$ cat config.mk
export PLATFORM = sky130hd
export DESIGN_NAME = filter_mutex_n_flat
export DESIGN_NICKNAME = d
export VERILOG_FILES = /design/src/rtl/filter_mutex_pkg.sv /design/src/rtl/filter_mutex_if.sv /design/src/rtl/filter_mutex_n_chk.sv /design/src/rtl/filter_mutex_n.sv /design/src/flat_wrapper.sv
export SDC_FILE = /design/constraint.sdc
export NUM_CORES = 1
export LEC_CHECK = 0
export ABC_AREA = 1
export CAP_MARGIN = 0
export CORE_UTILIZATION = 35
export DETAILED_ROUTE_END_ITERATION = 7
export PLACE_DENSITY_LB_ADDON = 0.12
export SYNTH_ARGS = -nofsm -noshare
export SYNTH_HDL_FRONTEND = slang
export SYNTH_SLANG_ARGS = --single-unit
$ cat constraint.sdc
create_clock -name clock -period 2.2 [get_ports clock]
set_input_delay 0.33 -clock clock [delete_from_list [all_inputs] [get_ports clock]]
set_output_delay 0.33 -clock clock [all_outputs]
set_load 0.01 [all_outputs]
$ cat src/rtl/filter_mutex_pkg.sv
// Shared types and helpers for the N-process Peterson filter-lock model.
package filter_mutex_pkg;

    function automatic int unsigned clog2(input int unsigned v);
        int unsigned r;
        r = 0;
        while ((32'd1 << r) < v) r = r + 1;
        return r;
    endfunction

    localparam int unsigned NPROC_DEF = 4;
    localparam int unsigned PID_W_DEF = clog2(NPROC_DEF);

    typedef logic [PID_W_DEF-1:0] pid_t;
    typedef logic [PID_W_DEF-1:0] level_t;

    typedef enum logic [2:0] {
        PC_IDLE,
        PC_SET_LVL,
        PC_SET_VIC,
        PC_WAIT,
        PC_CS,
        PC_EXIT
    } pc_e;

endpackage

$ cat src/rtl/filter_mutex_if.sv
// Scheduler inputs and observation outputs of the filter-lock model.
interface filter_mutex_if #(
    parameter int unsigned NPROC = 4,
    parameter int unsigned PID_W = 2,
    parameter int unsigned CNT_W = 8
);
    logic [PID_W-1:0]       select;
    logic                   pause;
    logic [NPROC-1:0]       in_cs;
    logic [NPROC*PID_W-1:0] cur_level;
    logic [CNT_W-1:0]       cs_entries;
    logic                   mutex_err;
    logic                   starve_err;

    modport master (
        output select, pause,
        input  in_cs, cur_level, cs_entries, mutex_err, starve_err
    );

    modport slave (
        input  select, pause,
        output in_cs, cur_level, cs_entries, mutex_err, starve_err
    );
endinterface

$ cat src/rtl/filter_mutex_n_chk.sv
// At-most-one-hot monitor with a sticky error flag and embedded properties.
module mutex_onehot_chk #(
    parameter int unsigned N = 4
) (
    input  logic         clock,
    input  logic         rst_n,
    input  logic [N-1:0] vec,
    output logic         err
);
    logic multi_c;

    // Clearing the lowest set bit leaves something only if two or more were set.
    assign multi_c = (vec & (vec - N'(1))) != '0;

    always_ff @(posedge clock or negedge rst_n) begin
        if (!rst_n) err <= 1'b0;
        else        err <= err | multi_c;
    end

    a_at_most_one: assert property (@(posedge clock) disable iff (!rst_n) !multi_c);
    a_err_quiet:   assert property (@(posedge clock) disable iff (!rst_n) !err);
endmodule

$ cat src/rtl/filter_mutex_n.sv
// Peterson filter lock for NPROC processes; one process advances per clock.
module filter_mutex_n
    import filter_mutex_pkg::*;
#(
    parameter int unsigned NPROC      = 4,
    parameter int unsigned PID_W      = clog2(NPROC),
    parameter int unsigned WAIT_LIMIT = 63,
    parameter int unsigned CNT_W      = 8
) (
    input logic           clock,
    input logic           rst_n,
    filter_mutex_if.slave bus
);
    localparam int unsigned WAIT_W = clog2(WAIT_LIMIT + 1);
    localparam int unsigned NVIC   = 1 << PID_W;

    logic [PID_W-1:0]       victim_q [NVIC];
    logic [NPROC-1:0]       in_cs_c, vic_we_c, exit_c, starve_c;
    logic [NPROC*PID_W-1:0] level_flat, lvl_flat;
    logic [CNT_W-1:0]       cs_q;
    logic                   starve_q, mutex_q;
    logic                   vic_en_c;
    logic [PID_W-1:0]       vic_idx_c, vic_pid_c;

    for (genvar gi = 0; gi < NPROC; gi++) begin : g_proc
        localparam logic [PID_W-1:0] ID = PID_W'(gi);

        pc_e              pc_q, pc_d;
        logic [PID_W-1:0] lvl_q, lvl_d, level_q, level_d;
        logic [WAIT_W-1:0] wait_q, wait_d;
        logic             step_c, pass_c, others_c, vic_we, exit_s;

        assign step_c = (bus.select == ID);

        // Blocked only while victim at this level and someone else is at or above it.
        always_comb begin
            others_c = 1'b0;
            for (int k = 0; k < NPROC; k++) begin
                if (k != int'(gi) && level_flat[k*PID_W +: PID_W] >= lvl_q) others_c = 1'b1;
            end
            pass_c = (victim_q[lvl_q] != ID) || !others_c;
        end

        always_comb begin
            pc_d    = pc_q;
            lvl_d   = lvl_q;
            wait_d  = wait_q;
            level_d = level_q;
            vic_we  = 1'b0;
            exit_s  = 1'b0;
            if (step_c) begin
                unique case (pc_q)
                    PC_IDLE: if (!bus.pause) begin
                        pc_d  = PC_SET_LVL;
                        lvl_d = PID_W'(1);
                    end
                    PC_SET_LVL: begin
                        level_d = lvl_q;
                        pc_d    = PC_SET_VIC;
                    end
                    PC_SET_VIC: begin
                        vic_we = 1'b1;
                        pc_d   = PC_WAIT;
                    end
                    PC_WAIT: begin
                        if (pass_c) begin
                            wait_d = '0;
                            if (lvl_q == PID_W'(NPROC - 1)) begin
                                pc_d = PC_CS;
                            end else begin
                                lvl_d = lvl_q + PID_W'(1);
                                pc_d  = PC_SET_LVL;
                            end
                        end else if (wait_q != WAIT_W'(WAIT_LIMIT)) begin
                            wait_d = wait_q + WAIT_W'(1);
                        end
                    end
                    PC_CS: if (!bus.pause) pc_d = PC_EXIT;
                    PC_EXIT: begin
                        level_d = '0;
                        pc_d    = PC_IDLE;
                        exit_s  = 1'b1;
                    end
                    default: pc_d = PC_IDLE;
                endcase
            end
        end

        always_ff @(posedge clock or negedge rst_n) begin
            if (!rst_n) begin
                pc_q    <= PC_IDLE;
                lvl_q   <= PID_W'(1);
                wait_q  <= '0;
                level_q <= '0;
            end else begin
                pc_q    <= pc_d;
                lvl_q   <= lvl_d;
                wait_q  <= wait_d;
                level_q <= level_d;
            end
        end

        assign in_cs_c[gi]                  = (pc_q == PC_CS);
        assign vic_we_c[gi]                 = vic_we;
        assign exit_c[gi]                   = exit_s;
        assign starve_c[gi]                 = (wait_d == WAIT_W'(WAIT_LIMIT));
        assign level_flat[gi*PID_W +: PID_W] = level_q;
        assign lvl_flat[gi*PID_W +: PID_W]   = lvl_q;
    end

    // At most one process is stepped, so at most one victim write request exists.
    always_comb begin
        vic_en_c  = 1'b0;
        vic_idx_c = '0;
        vic_pid_c = '0;
        for (int k = 0; k < NPROC; k++) begin
            if (vic_we_c[k]) begin
                vic_en_c  = 1'b1;
                vic_idx_c = lvl_flat[k*PID_W +: PID_W];
                vic_pid_c = PID_W'(k);
            end
        end
    end

    always_ff @(posedge clock or negedge rst_n) begin
        if (!rst_n) begin
            for (int unsigned v = 0; v < NVIC; v++) victim_q[v] <= '0;
            cs_q     <= '0;
            starve_q <= 1'b0;
        end else begin
            if (vic_en_c) victim_q[vic_idx_c] <= vic_pid_c;
            if (|exit_c && cs_q != '1) cs_q <= cs_q + CNT_W'(1);
            if (|starve_c) starve_q <= 1'b1;
        end
    end

    mutex_onehot_chk #(.N(NPROC)) u_mutex_chk (
        .clock (clock),
        .rst_n (rst_n),
        .vec   (in_cs_c),
        .err   (mutex_q)
    );

    assign bus.in_cs      = in_cs_c;
    assign bus.cur_level  = level_flat;
    assign bus.cs_entries = cs_q;
    assign bus.mutex_err  = mutex_q;
    assign bus.starve_err = starve_q;
endmodule

$ cat src/flat_wrapper.sv
// flat-port wrapper written by rule: the top's interface ports become plain ports
module filter_mutex_n_flat import filter_mutex_pkg::*;
#(
    parameter int unsigned NPROC      = 4,
    parameter int unsigned PID_W      = clog2(NPROC),
    parameter int unsigned WAIT_LIMIT = 63,
    parameter int unsigned CNT_W      = 8
)
  (clock, rst_n, bus_select, bus_pause, bus_in_cs, bus_cur_level, bus_cs_entries, bus_mutex_err, bus_starve_err);
  filter_mutex_if #(.NPROC(NPROC), .PID_W(PID_W), .CNT_W(CNT_W)) bus_i ();
  input logic clock;
  input logic rst_n;
  input wire logic [$bits(bus_i.select)-1:0] bus_select;
  input wire logic [$bits(bus_i.pause)-1:0] bus_pause;
  output wire logic [$bits(bus_i.in_cs)-1:0] bus_in_cs;
  output wire logic [$bits(bus_i.cur_level)-1:0] bus_cur_level;
  output wire logic [$bits(bus_i.cs_entries)-1:0] bus_cs_entries;
  output wire logic [$bits(bus_i.mutex_err)-1:0] bus_mutex_err;
  output wire logic [$bits(bus_i.starve_err)-1:0] bus_starve_err;
  assign bus_i.select = bus_select;
  assign bus_i.pause = bus_pause;
  assign bus_in_cs = bus_i.in_cs;
  assign bus_cur_level = bus_i.cur_level;
  assign bus_cs_entries = bus_i.cs_entries;
  assign bus_mutex_err = bus_i.mutex_err;
  assign bus_starve_err = bus_i.starve_err;
  filter_mutex_n #(.NPROC(NPROC), .PID_W(PID_W), .WAIT_LIMIT(WAIT_LIMIT), .CNT_W(CNT_W)) u_core (.clock(clock), .rst_n(rst_n), .bus(bus_i));
endmodule
Word-level counts from Yosys, hierarchy flattened
Index checks and enable logic that the tools add are counted.
{ "op_classes": {"n_bitwise": 7, "add_sub_neg": 10, "n_lt_le_gt_ge": 18, "n_reduce_logical": 39, "eq_ne": 55, "n_mux": 101} }
{ "op_table": {"columns": ["cell", "n"], "rows": [
  ["$mux W6", 16],
  ["$pmux W3 S5", 4],
  ["$mux W2", 24],
  ["$mux W1", 33],
  ["$pmux W2 S2", 8],
  ["$mux W3", 10],
  ["$ne A2 B2 Y1 const B", 14],
  ["$add A6 B1 Y6 const B", 4],
  ["$eq A3 B2 Y1 const B", 8],
  ["$eq A3 B3 Y1 const B", 8],
  ["$eq A6 B6 Y1 const B", 4],
  ["$ge A2 B2 Y1", 12],
  ["$ne A6 B6 Y1 const B", 4],
  ["$reduce_and A5 Y1", 4],
  ["$reduce_bool A2 Y1", 9],
  ["$bmux W2 S2", 4],
  ["$reduce_and A4 Y1", 4],
  ["$ge A3 B3 Y1 const B", 5],
  ["$not A2 Y3", 5],
  ["$eq A2 B2 Y1 const B", 6],
  ["$eq A3 B1 Y1 const B", 4],
  ["$logic_not A3 Y1", 4],
  ["$ne A2 B1 Y1 const B", 5],
  ["$add A2 B1 Y2 const B", 4],
  ["16 further kinds", 27]
]} }
{ "word_totals": {"out_inout_bits": 22, "register_bits": 70, "wordCells": 253, "inputBits": 5} }

Logic depth before layout (Yosys ltp)
Gate-level depths: netlist (run 1).
{ "logic_depth": {"word_depth": 13, "depth_mapped": 16, "ltp_nobuf": 16} }

Cells and area by module
Synthesis (run 1) repeated with hierarchy kept, for this count alone.
{ "unflattened": {"hier_cells": 711, "area_unflattened_um2": 4880.9} }
{ "by_module_without_submodules": {"columns": ["mod", "seq_area_each_um2", "n_inst", "cells_each", "area_each_um2"], "rows": [
  ["filter_mutex_n", 1731.7, 1, 696, 4803.4],
  ["mutex_onehot_chk", 25.0, 1, 15, 77.6]
]} }

Worst setup path after synthesis (run 1)
Ideal clock, no wire load.
{ "synth_timing": {"path_type": "register to register", "startpoint": "reg u_core.g_proc[2].lvl_q[0]", "endpoint": "reg u_core.g_proc[2].lvl_q[1]", "stages_incl_launch_ff": 12, "n_path_buf": 0, "slack_ns": 0.340, "arrival_ns": 1.734, "required_time_ns": 2.074, "period_less_slack_ns": 1.860, "setup_ns": 0.126, "cell_sequence": "dfstp_2 -> ha_1 -> o21ai_0 -> nand2_1 -> nor2_1 -> nor2_1 -> nand3_1 -> nand4_1 -> nand2_1 -> nand2_1 -> nand2_1 -> o21ai_0"} }
{ "synth_between": {"elab_chain_len": 8, "elab_cells_between_ends": 21, "classes_between": "add/sub (1); order compare (3); eq/ne (4); mux (9); bitwise (1); reduce/logical (3)"} }
{ "synth_rtl": {"columns": ["element", "line_no", "rtl"], "rows": [
  ["start, declared", "filter_mutex_n.sv:29", "logic [PID_W-1:0] lvl_q, lvl_d, level_q, level_d;"],
  ["start signal, assigned", "filter_mutex_n.sv:97", "lvl_q <= lvl_d;"],
  ["$ge A2 B2 Y1 / $not A2 Y3 (equally long branches)", "filter_mutex_n.sv:39, filter_mutex_n.sv:41", null],
  ["$mux W1 / $bmux W2 S2 (equally long branches)", "filter_mutex_n.sv:39, filter_mutex_n.sv:41", null],
  ["$mux W1 / $mux W2 (equally long branches) (2 in a row)", "filter_mutex_n.sv:39, filter_mutex_n.sv:41", null],
  ["$logic_not A1 Y1 / $ne A2 B2 Y1 (equally long branches)", "filter_mutex_n.sv:41", "pass_c = (victim_q[lvl_q] != ID) || !others_c;"],
  ["$logic_or A1 B1 Y1", "filter_mutex_n.sv:41", null],
  ["$ne A2 B1 Y1 (no line)", null, null],
  ["$reduce_and A5 Y1 (no line)", null, null]
]} }
Parallel ways exist; a longest one is shown, timed or not. The select of a mux whose other input is x is not followed.
A chain may end at the register's enable or synchronous reset.

Final worst setup path (run 1)
{ "layout_timing": {"startpoint": "reg u_core.g_proc[2].lvl_q[0]", "endpoint": "reg u_core.g_proc[2].pc_q[2]"} }
{ "layout_between": {"elab_chain_len": 8, "elab_cells_between_ends": 19, "classes_between": "order compare (3); eq/ne (3); mux (9); bitwise (1); reduce/logical (3)"} }
{ "layout_rtl": {"columns": ["element", "line_no", "rtl"], "rows": [
  ["$ge A2 B2 Y1 / $not A2 Y3 (equally long branches)", "filter_mutex_n.sv:39, filter_mutex_n.sv:41", null],
  ["$mux W1 / $bmux W2 S2 (equally long branches)", "filter_mutex_n.sv:39, filter_mutex_n.sv:41", null],
  ["$mux W1 / $mux W2 (equally long branches) (2 in a row)", "filter_mutex_n.sv:39, filter_mutex_n.sv:41", null],
  ["$logic_not A1 Y1 / $ne A2 B2 Y1 (equally long branches)", "filter_mutex_n.sv:41", null],
  ["$logic_or A1 B1 Y1", "filter_mutex_n.sv:41", null],
  ["$ne A2 B1 Y1 (no line)", null, null],
  ["$reduce_and A4 Y1 (no line)", null, null],
  ["end signal, assigned", "filter_mutex_n.sv:96", "pc_q <= pc_d;"],
  ["end, declared", "filter_mutex_n.sv:28", "pc_e pc_q, pc_d;"]
]} }
Parallel ways exist; a longest one is shown, timed or not. The select of a mux whose other input is x is not followed.

==> results of run 1 <==
## sequential cells by signal (all words and copies together) (netlist names)
name and cells:
u_core.bus.starve_err 1, u_core.victim_q 8, u_core.g_proc.level_q 8, u_core.g_proc.lvl_q 8, u_core.bus.cs_entries 8, u_core.g_proc.pc_q 12, u_core.u_mutex_chk.err 1, u_core.g_proc.wait_q 24
## cells in the final DEF (no fill, tap or decap), types with 6 or more instances in the layout
master / netlist / layout
nand2_2: 8 / 10
dfrtp_1: 66 / 64
ha_1: 33 / 33
clkbuf_16: 0 / 9
xnor2_1: 6 / 6
nand3_1: 64 / 64
inv_1: 103 / 101
nand4_1: 26 / 26
o21ai_0: 50 / 42
nor2_4: 7 / 9
nor2_2: 3 / 9
nand2_1: 184 / 182
buf_4: 1 / 46
inv_2: 6 / 8
o21ai_1: 2 / 9
nor2_1: 63 / 55
clkdlybuf4s50_1: 0 / 24
a21oi_1: 20 / 20
## per-layer routing
layer,up-vias,routed length (um),GRT usage [%]
li1,2413,-,-
met1,2184,6410,26.7
met2,83,6080,31.0
met3,13,372,2.57
met4,0,229,7.81
met5,-,0,0
## cells by family after synthesis
kind of cell / Yosys count / synth area share [%]
AO/OA/AOI/OAI: 90 / 10.3
AND/OR/NAND/NOR: 369 / 34.1
buffers and inverters: 113 / 8.92
multiplexers: 1 / 0.231
adder cells (fa/ha/maj): 33 / 8.46
flip-flops: 70 / 36.0
XOR/XNOR: 11 / 1.97
## final cells by class
type,instances,area (sq um),area share (%)
sequential,70,1760,29.0
multi-input combinational,504,2740,45.2
inverter,111,417,6.87
timing repair buffer,73,628,10.4
tap,176,220,3.63
clock buffer,11,243,4.00
clock inverter,5,57.6,0.949
## how the worst max path moves through the flow
stage	start	to	slack [ns]	depth (start not counted)
floorplan	u_core.g_proc[2].lvl_q[0]$_DFFE_PN1P_	u_core.g_proc[2].lvl_q[1]$_DFFE_PN0P_	0.34	11
global placement	bus_select[1]	u_core.bus.cs_entries[1]$_DFFE_PN0P_	-0.008	9
detailed placement	bus_select[1]	u_core.bus.starve_err$_DFFE_PN0P_	-0.02	14
CTS	u_core.g_proc[2].lvl_q[0]$_DFFE_PN1P_	u_core.g_proc[2].pc_q[2]$_DFFE_PN0P_	0.002	11
global route	u_core.g_proc[2].lvl_q[0]$_DFFE_PN1P_	u_core.g_proc[2].pc_q[2]$_DFFE_PN0P_	-0.02	11
finish	u_core.g_proc[2].lvl_q[0]$_DFFE_PN1P_	u_core.g_proc[2].pc_q[2]$_DFFE_PN0P_	0.1	11
## through the flow
step           instance area, sq um  cells  TNS (ns)  worst slack [ns]
2_1_floorplan                  4880    687         0             0.340
3_3_place_gp                   5700    933   -0.0113          -0.00834
3_5_place_dp                   5700    933   -0.0277           -0.0155
4_1_cts                        6010    950         0           0.00159
5_1_grt                        6060    950   -0.0154           -0.0154
6_report                       6060    950         0            0.0992
## timing repair
action	in CTS	in global routing
hold endpoints to repair	24	0
gates resized for setup	3	25
setup endpoints to repair	2	15
pin swaps	0	3
hold buffers	1	0
## worst max-delay path, delay by kind of cell, from the launching register on
kind	cells	cell delay, ns
fa+ha+maj	1	0.25
simple gates	6	0.60
buf+inv	2	0.37
flops	1	0.57
compound gates	2	0.18
## power groups by stage
stage               Combinational [mW]  Clock (mW)  Sequential [mW]
floorplan                         2.12           0             2.18
global placement                  3.45           0             2.23
detailed placement                3.55           0             2.24
CTS                               3.58        1.53             2.22
global route                      4.20        1.58             2.32
finish                            3.66        1.49             2.25
## cell usage after synthesis (3+ instances only)
cell       n  area, sq um
o21ai_0   50          250
nor2_2     3         18.8
xnor2_1    6         52.6
a21oi_1   20          100
dfrtp_1   66         1650
nand3_1   64          320
nor3_1     5         25.0
inv_1    103          387
inv_2      6         22.5
nor2_1    63          236
nor2_4     7         78.8
nand2_2    8         50.1
xor2_1     5         43.8
nand2_1  184          691
ha_1      33          413
nand4_1   26          163
dfstp_2    4          105
==> results.toml, run 1 <==
[status]
status = "completed"

[worst_hold_path]
hold_path_end = "u_core.g_proc[0].pc_q[1]$_DFFE_PN0P_"
min_path_type = "reg2reg"
min_delay_path_depth = 1
hold_start = "u_core.g_proc[0].pc_q[2]$_DFFE_PN0P_"

[power_and_ir_drop]
clkPwrFrac_pct = 20.2
pwr-share-comb_pct = 49.5
swShare_pct = 43.4
power.switching_mw = 3.21
max-vdd-ir-drop_mv = 0.476
seqPwrFrac_pct = 30.4
powerDensity_mw_per_mm2 = 1220
power.total_mw = 7.40
intPower_mw = 4.18
leakagePower_nw = 2.96

[flow_run]
max_cap_violations = 0

[critical_path]
worst_path_most_repeated_cell = "buf_4"
cp.required_ns = 2.42
path_cells = "ha_1 -> o21ai_2 -> nand2_1 -> nor2_2 -> nor2_1 -> buf_4 -> nand3_1 -> nand4_1 -> buf_4 -> nor3_2 -> a21oi_1"
critPathKind = "reg2reg"
rr_startpoint = "u_core.g_proc[2].lvl_q[0]$_DFFE_PN1P_"
start_kind = "flop"
crit_fanout = 6
end_kind = "flop"
r2r-end = "u_core.g_proc[2].pc_q[2]$_DFFE_PN0P_"
crit_path_top_delay_cell = "dfstp_2"
r2r_slack_ns = 0.1
reg2regPathDepth = 11
arrival_ns = 2.32
worst_path_largest_cell_delay_ns = 0.57

[final_layout]
final_core_util_pct = 45.2
diodes = 0
num-nets-final = 807
syn_to_final_growth_pct = 24.2
fillCellCount = 1334
final_layout_size_suffix_gt1_share_pct = 15.0

[logic_synthesis]
ys_types = 43
syn_area_sq_mm = 0.00488
synth_edf_count = 0
syn_area_per_cell_sq_um = 7.11
synth-async-reset-ratio_pct = 100
yosys_most_used_dff = "dfrtp_1"
ys_warn_count = 0
syn_inst = 687
ys_seq_area_share_pct = 36.0
syn_nets = 725
synth-seq-cells = 70

[routing]
firstDrtPassIters = 5
routed_wl_um = 13100
routedWlPerCell_um = 13.8
vias_per_cell = 4.94
vias = 4693
drt_iter0_drc = 263
ant_nets = 0
drc = 0

[cts]
cts_buffer_depth = 2
clkSlewWorstSetupHoldPaths_ns = 0.06
htreeDepth = 3
clk_latency_ns = 0.34
cts_tree = "yes"
cts_setup_buffers = 0
cts_buffers = 9
root_buffer = "clkbuf_16"
cts_sinks = 70

[timing]
finalSetupViolCount = 0
slew_headroom_pct = 64.5
skew_ns = 0.00788
period_share_pct = 95.5
grt_setup_unrepaired = "yes"
hold_violations = 0
period_needed_ns = 2.10
holdWs_ns = 0.484
max_freq_mhz = 476
drv_slew = 0
worstMarginPinSlew_ns = 0.532

[grt]
grt_max_degree = 39
grt_first_pass_wirelength_um = 21900
first_global_vias = 4462
grt_usage_pct = 19.5
antenna_found_initial = 0
grt_overflow = 0

[die]
fp.dieW_um = 120
rows = 42
start_util_pct = 36.4
die_h_um = 120
core_area_sq_mm = 0.0134
io_pins = 27
die_area_sq_mm = 0.0144

[placed_design]
portBuffers = 26
place_congestion = 0.869
dp_hpwl_um = 10300
Note: power is estimated with default switching activity, not from simulation.
==> run 2, diff against run 1 <==
--- a/config.mk
+++ b/config.mk
@@ -6,10 +6,11 @@
 export NUM_CORES = 1
 export LEC_CHECK = 0
 export ABC_AREA = 1
-export CAP_MARGIN = 0
+export CAP_MARGIN = 20
 export CORE_UTILIZATION = 35
 export DETAILED_ROUTE_END_ITERATION = 7
 export PLACE_DENSITY_LB_ADDON = 0.12
 export SYNTH_ARGS = -nofsm -noshare
 export SYNTH_HDL_FRONTEND = slang
 export SYNTH_SLANG_ARGS = --single-unit
+export TNS_END_PERCENT = 10
==> run 2 against run 1 <==
Against the previous run: flip-flop and latch count did not move; first-iteration DRC count rose by 4.2%; clock skew barely moved; non-clock buffer count did not move; largest cell class unchanged; combinational power barely moved; register-to-register slack barely moved; count of clock-buffer cells in the layout did not move; clock power barely moved; via count fell by 0.70%.
==> results.toml, run 2 (synthesis results as in run 1) <==
[status]
status = "completed"

[die]
fp.dieW_um = 120
start_util_pct = 36.4
core_area_sq_mm = 0.0134
rows = 42
io_pins = 27
die_area_sq_mm = 0.0144
die_h_um = 120

[critical_path]
rr_startpoint = "u_core.g_proc[2].lvl_q[0]$_DFFE_PN1P_"
reg2regPathDepth = 11
critPathKind = "reg2reg"
crit_fanout = 6
cp.required_ns = 2.42
r2r_slack_ns = 0.11
arrival_ns = 2.31
r2r-end = "u_core.g_proc[2].pc_q[2]$_DFFE_PN0P_"
start_kind = "flop"
end_kind = "flop"
crit_end = "u_core.g_proc[2].pc_q[2]$_DFFE_PN0P_"
cp-startpoint = "u_core.g_proc[2].lvl_q[0]$_DFFE_PN1P_"

[routing]
routed_wl_um = 13100
drc = 0
firstDrtPassIters = 6
vias_per_cell = 4.91
drt_iter0_drc = 274
vias = 4660
ant_nets = 0
routedWlPerCell_um = 13.7

[timing]
grt_setup_unrepaired = "yes"
skew_ns = 0.00807
fin_setup_tns_ns = 0
worstMarginPinSlew_ns = 0.534
max_freq_mhz = 479
period_share_pct = 94.8
drv_slew = 0
period_needed_ns = 2.09
finalSetupViolCount = 0
holdWs_ns = 0.484
slew_headroom_pct = 64.4
hold_violations = 0

[cts]
clk_latency_ns = 0.34
cts_tree = "yes"
cts_buffers = 9
root_buffer = "clkbuf_16"
htreeDepth = 3
cts_buffer_depth = 2
cts_sinks = 70
clkSlewWorstSetupHoldPaths_ns = 0.06

[grt]
grt_max_degree = 39
grt_first_pass_wirelength_um = 21900
antenna_found_initial = 0
first_global_vias = 4462
grt_overflow = 0
grt_usage_pct = 19.5

[final_layout]
final_area_sq_mm = 0.00606
layout_common_cells = "nand2_1, inv_1, nand3_1, dfrtp_1, nor2_1"
final_core_util_pct = 45.2
layout_commonest_cell = "nand2_1"
fillCellCount = 1335
syn_to_final_growth_pct = 24.1
diodes = 0
final_layout_size_suffix_gt1_share_pct = 14.9
largest_register_ffs = 24
top_regs = "u_core.g_proc.wait_q x24, u_core.g_proc.pc_q x12"
top_register = "u_core.g_proc.wait_q"
num-nets-final = 807

[worst_hold_path]
min_delay_path_depth = 1
min_path_type = "reg2reg"

[placed_design]
portBuffers = 26
place_area_sq_mm = 0.00570
place_congestion = 0.869
dp_hpwl_um = 10300

[power_and_ir_drop]
power.total_mw = 7.39
max-vdd-ir-drop_mv = 0.476
powerDensity_mw_per_mm2 = 1220
leakagePower_nw = 2.96

[flow_run]
max_cap_violations = 0
==> run 2: changes by cell type in the layout (fill, tap and decap cells not counted) <==
cell,before,now
nand2_1,182,183
nand2_2,10,9
o21ai_0,42,43
o21ai_1,9,8
==> run 2: stage by stage <==
stage,setup WS [ns],cells
5_1_grt,-0.0154,950
3_5_place_dp,-0.0155,933
3_3_place_gp,-0.00834,933
6_report,0.114,950
2_1_floorplan,0.340,687
4_1_cts,0.00159,950
==> run 2: how the worst min path moves through the flow <==
stage                                               startpoint                              endpoint
after floorplan                                          rst_n  u_core.bus.cs_entries[0]$_DFFE_PN0P_
after global placement                                   rst_n  u_core.g_proc[0].wait_q[2]$_DFF_PN0_
after detailed placement                                 rst_n  u_core.g_proc[0].wait_q[2]$_DFF_PN0_
after CTS                 u_core.g_proc[0].pc_q[2]$_DFFE_PN0P_  u_core.g_proc[0].pc_q[1]$_DFFE_PN0P_
after global routing          u_core.u_mutex_chk.err$_DFF_PN0_      u_core.u_mutex_chk.err$_DFF_PN0_
final                     u_core.g_proc[0].pc_q[2]$_DFFE_PN0P_  u_core.g_proc[0].pc_q[1]$_DFFE_PN0P_
==> run 2: timing repair <==
item,4_1_cts,5_1_grt
pin swaps,0,3
setup endpoints to repair,2,15
resized for setup,3,23
hold buffers,1,0
endpoints found under the hold margin,24,0
setup buffers,0,0
==> run 2: metal layers <==
layer  part of all wire (%)  global-route usage (%)  up-vias
li1                       -                       -     2409
met1                     49                    26.7     2150
met2                     46                    31.0       86
met3                    2.9                    2.57       15
met4                    1.9                    7.81        0
met5                      0                       0        -
==> run 2: critical path, stage by stage (launching register included) <==
cell and delay (ns):
dfstp_2 0.57, ha_1 0.25, o21ai_2 0.12, nand2_1 0.08, nor2_2 0.12, nor2_1 0.06, buf_4 0.16, nand3_1 0.07
nand4_1 0.17, buf_4 0.21, nor3_2 0.09, a21oi_1 0.06
==> run 2: cell type report <==
type,count,area (sq um),area share (%)
clock buffer,11,243,4.00
tap,176,220,3.63
clock inverter,5,57.6,0.950
timing repair buffer,73,628,10.4
inverter,111,417,6.87
sequential,70,1760,29.0
multi-input combinational,504,2740,45.1
==> run 2: where the power goes <==
group | internal [mW] | leakage, nW | total [mW] | switching [mW]
sequential | 1.71 | 0.899 | 2.25 | 0.535
clock | 0.913 | 0.150 | 1.49 | 0.581
combinational | 1.56 | 1.91 | 3.65 | 2.09
total | 4.18 | 2.96 | 7.39 | 3.21
==> run 3, diff against run 2 <==
--- a/config.mk
+++ b/config.mk
@@ -10,6 +10,7 @@
 export CORE_UTILIZATION = 35
 export DETAILED_ROUTE_END_ITERATION = 7
 export PLACE_DENSITY_LB_ADDON = 0.12
+export RECOVER_POWER = 25
 export SYNTH_ARGS = -nofsm -noshare
 export SYNTH_HDL_FRONTEND = slang
 export SYNTH_SLANG_ARGS = --single-unit
==> run 3 against run 2 <==
Against the previous run: total power hardly changed; first-iteration DRC count fell by 6.9%; clock power about the same; global-route usage stayed put; die area unchanged; clock skew about the same; largest cell class unchanged; fmax is 0.15% higher; design area shrank 0.25%.
==> results.toml, run 3 (synthesis results as in run 1) <==
[status]
status = "completed"

[final_layout]
final_layout_size_suffix_gt1_share_pct = 14.9
num-nets-final = 807
final_core_util_pct = 45.1
top_register = "u_core.g_proc.wait_q"
top_regs = "u_core.g_proc.wait_q x24, u_core.g_proc.pc_q x12"
syn_to_final_growth_pct = 23.8
layout_common_cells = "nand2_1, inv_1, nand3_1, dfrtp_1, nor2_1"
layout_commonest_cell = "nand2_1"
diodes = 0
final_cells = 950
largest_register_ffs = 24
fillCellCount = 1336

[die]
start_util_pct = 36.4
die_h_um = 120
rows = 42
io_pins = 27
core_area_sq_mm = 0.0134
die_area_sq_mm = 0.0144
fp.dieW_um = 120

[cts]
htreeDepth = 3
clkSlewWorstSetupHoldPaths_ns = 0.06
cts_tree = "yes"
cts_setup_buffers = 0
cts_sinks = 70
cts_buffer_depth = 2
root_buffer = "clkbuf_16"
cts_buffers = 9
clk_latency_ns = 0.34

[timing]
hold_violations = 0
drv_slew = 0
holdWs_ns = 0.484
skew_ns = 0.00799
slew_headroom_pct = 33.3
grt_setup_unrepaired = "yes"
finalSetupViolCount = 0
period_share_pct = 94.7
worstMarginPinSlew_ns = 1.00
max_freq_mhz = 480
setup_ws_ns = 0.117
period_needed_ns = 2.08

[grt]
grt_overflow = 0
grt_max_degree = 39
antenna_found_initial = 0
grt_usage_pct = 19.5
grt.met1_usage_pct = 26.7
grt_first_pass_wirelength_um = 21900
first_global_vias = 4462
busiest_layer = "met2"
gr-usage-met2_pct = 31.0
grt_util_met3_pct = 2.57

[critical_path]
r2r-end = "u_core.g_proc[2].pc_q[2]$_DFFE_PN0P_"
rr_startpoint = "u_core.g_proc[2].lvl_q[0]$_DFFE_PN1P_"
critPathKind = "reg2reg"
cp.required_ns = 2.42
start_kind = "flop"
crit_fanout = 6
arrival_ns = 2.30
r2r_slack_ns = 0.12
end_kind = "flop"
reg2regPathDepth = 11

[power_and_ir_drop]
leakagePower_nw = 2.96
power.total_mw = 7.39
powerDensity_mw_per_mm2 = 1220
max-vdd-ir-drop_mv = 0.475

[routing]
drt_iter0_drc = 255
vias_per_cell = 4.92
routedWlPerCell_um = 13.8
routed_wl_um = 13100
vias = 4674
drc = 0
firstDrtPassIters = 4
ant_nets = 0

[worst_hold_path]
hold_start = "u_core.g_proc[0].pc_q[2]$_DFFE_PN0P_"
hold_path_end = "u_core.g_proc[0].pc_q[1]$_DFFE_PN0P_"
min_delay_path_depth = 1
min_path_type = "reg2reg"

[flow_run]
max_cap_violations = 0

[placed_design]
dp_worst_setup_slack_ns = -0.0155
place_congestion = 0.869
dp_hpwl_um = 10300
place_inst = 933
portBuffers = 26
-- run 3: cell types whose count changed in the layout (fill, tap and decap cells not counted), sizes merged --
cell / change
buf: -2
clkbuf: +2
-- run 3: timing repair --
item,4_1_cts,5_1_grt
cloned,0,0
setup endpoints to repair,2,15
hold endpoints to repair,24,0
pin swaps,0,3
hold buffers,1,0
resized for setup,3,23
-- run 3: worst max-delay path by stage --
stage,to,cells past startpoint,startpoint
after floorplan,u_core.g_proc[2].lvl_q[1]$_DFFE_PN0P_,11,u_core.g_proc[2].lvl_q[0]$_DFFE_PN1P_
after global placement,u_core.bus.cs_entries[1]$_DFFE_PN0P_,9,bus_select[1]
after detailed placement,u_core.bus.starve_err$_DFFE_PN0P_,14,bus_select[1]
after CTS,u_core.g_proc[2].pc_q[2]$_DFFE_PN0P_,11,u_core.g_proc[2].lvl_q[0]$_DFFE_PN1P_
after global routing,u_core.g_proc[2].pc_q[2]$_DFFE_PN0P_,11,u_core.g_proc[2].lvl_q[0]$_DFFE_PN1P_
final,u_core.g_proc[2].pc_q[2]$_DFFE_PN0P_,11,u_core.g_proc[2].lvl_q[0]$_DFFE_PN1P_
-- run 3: through the flow --
step | TNS (ns) | area, sq um
2_1_floorplan | 0 | 4880
3_3_place_gp | -0.0113 | 5700
3_5_place_dp | -0.0277 | 5700
4_1_cts | 0 | 6010
5_1_grt | -0.0188 | 6050
6_report | 0 | 6050
-- run 3: worst max-delay path, stage by stage, from the launching register on --
cell and delay, ns:
dfstp_2 0.57, ha_1 0.25, o21ai_2 0.12, nand2_1 0.08
nor2_2 0.12, nor2_1 0.06, buf_4 0.16, nand3_1 0.07
nand4_1 0.17, buf_4 0.21, nor3_2 0.09, a21oi_1 0.06
-- run 3: layout make-up --
type	count	area (sq um)	share of cell area, %
multi-input cells	504	2740	45.3
repair buffers	73	613	10.1
clock inverters	5	57.6	0.952
well taps	176	220	3.64
inverters	111	417	6.89
flip-flops and latches	70	1760	29.1
clock buffers	11	243	4.01
-- run 3: where the power goes --
group          leakage, nW  switching, mW  total [mW]  internal (mW)
Sequential           0.899          0.537        2.25           1.71
Combinational         1.91           2.09        3.64           1.55
Clock                0.150          0.581        1.49          0.913
-- run 3: routing by layer --
metal  up-vias  routed length [um]
li1       2411                   -
met1      2163                6370
met2        86                6090
met3        14                 369
met4         0                 243
met5         -                   0
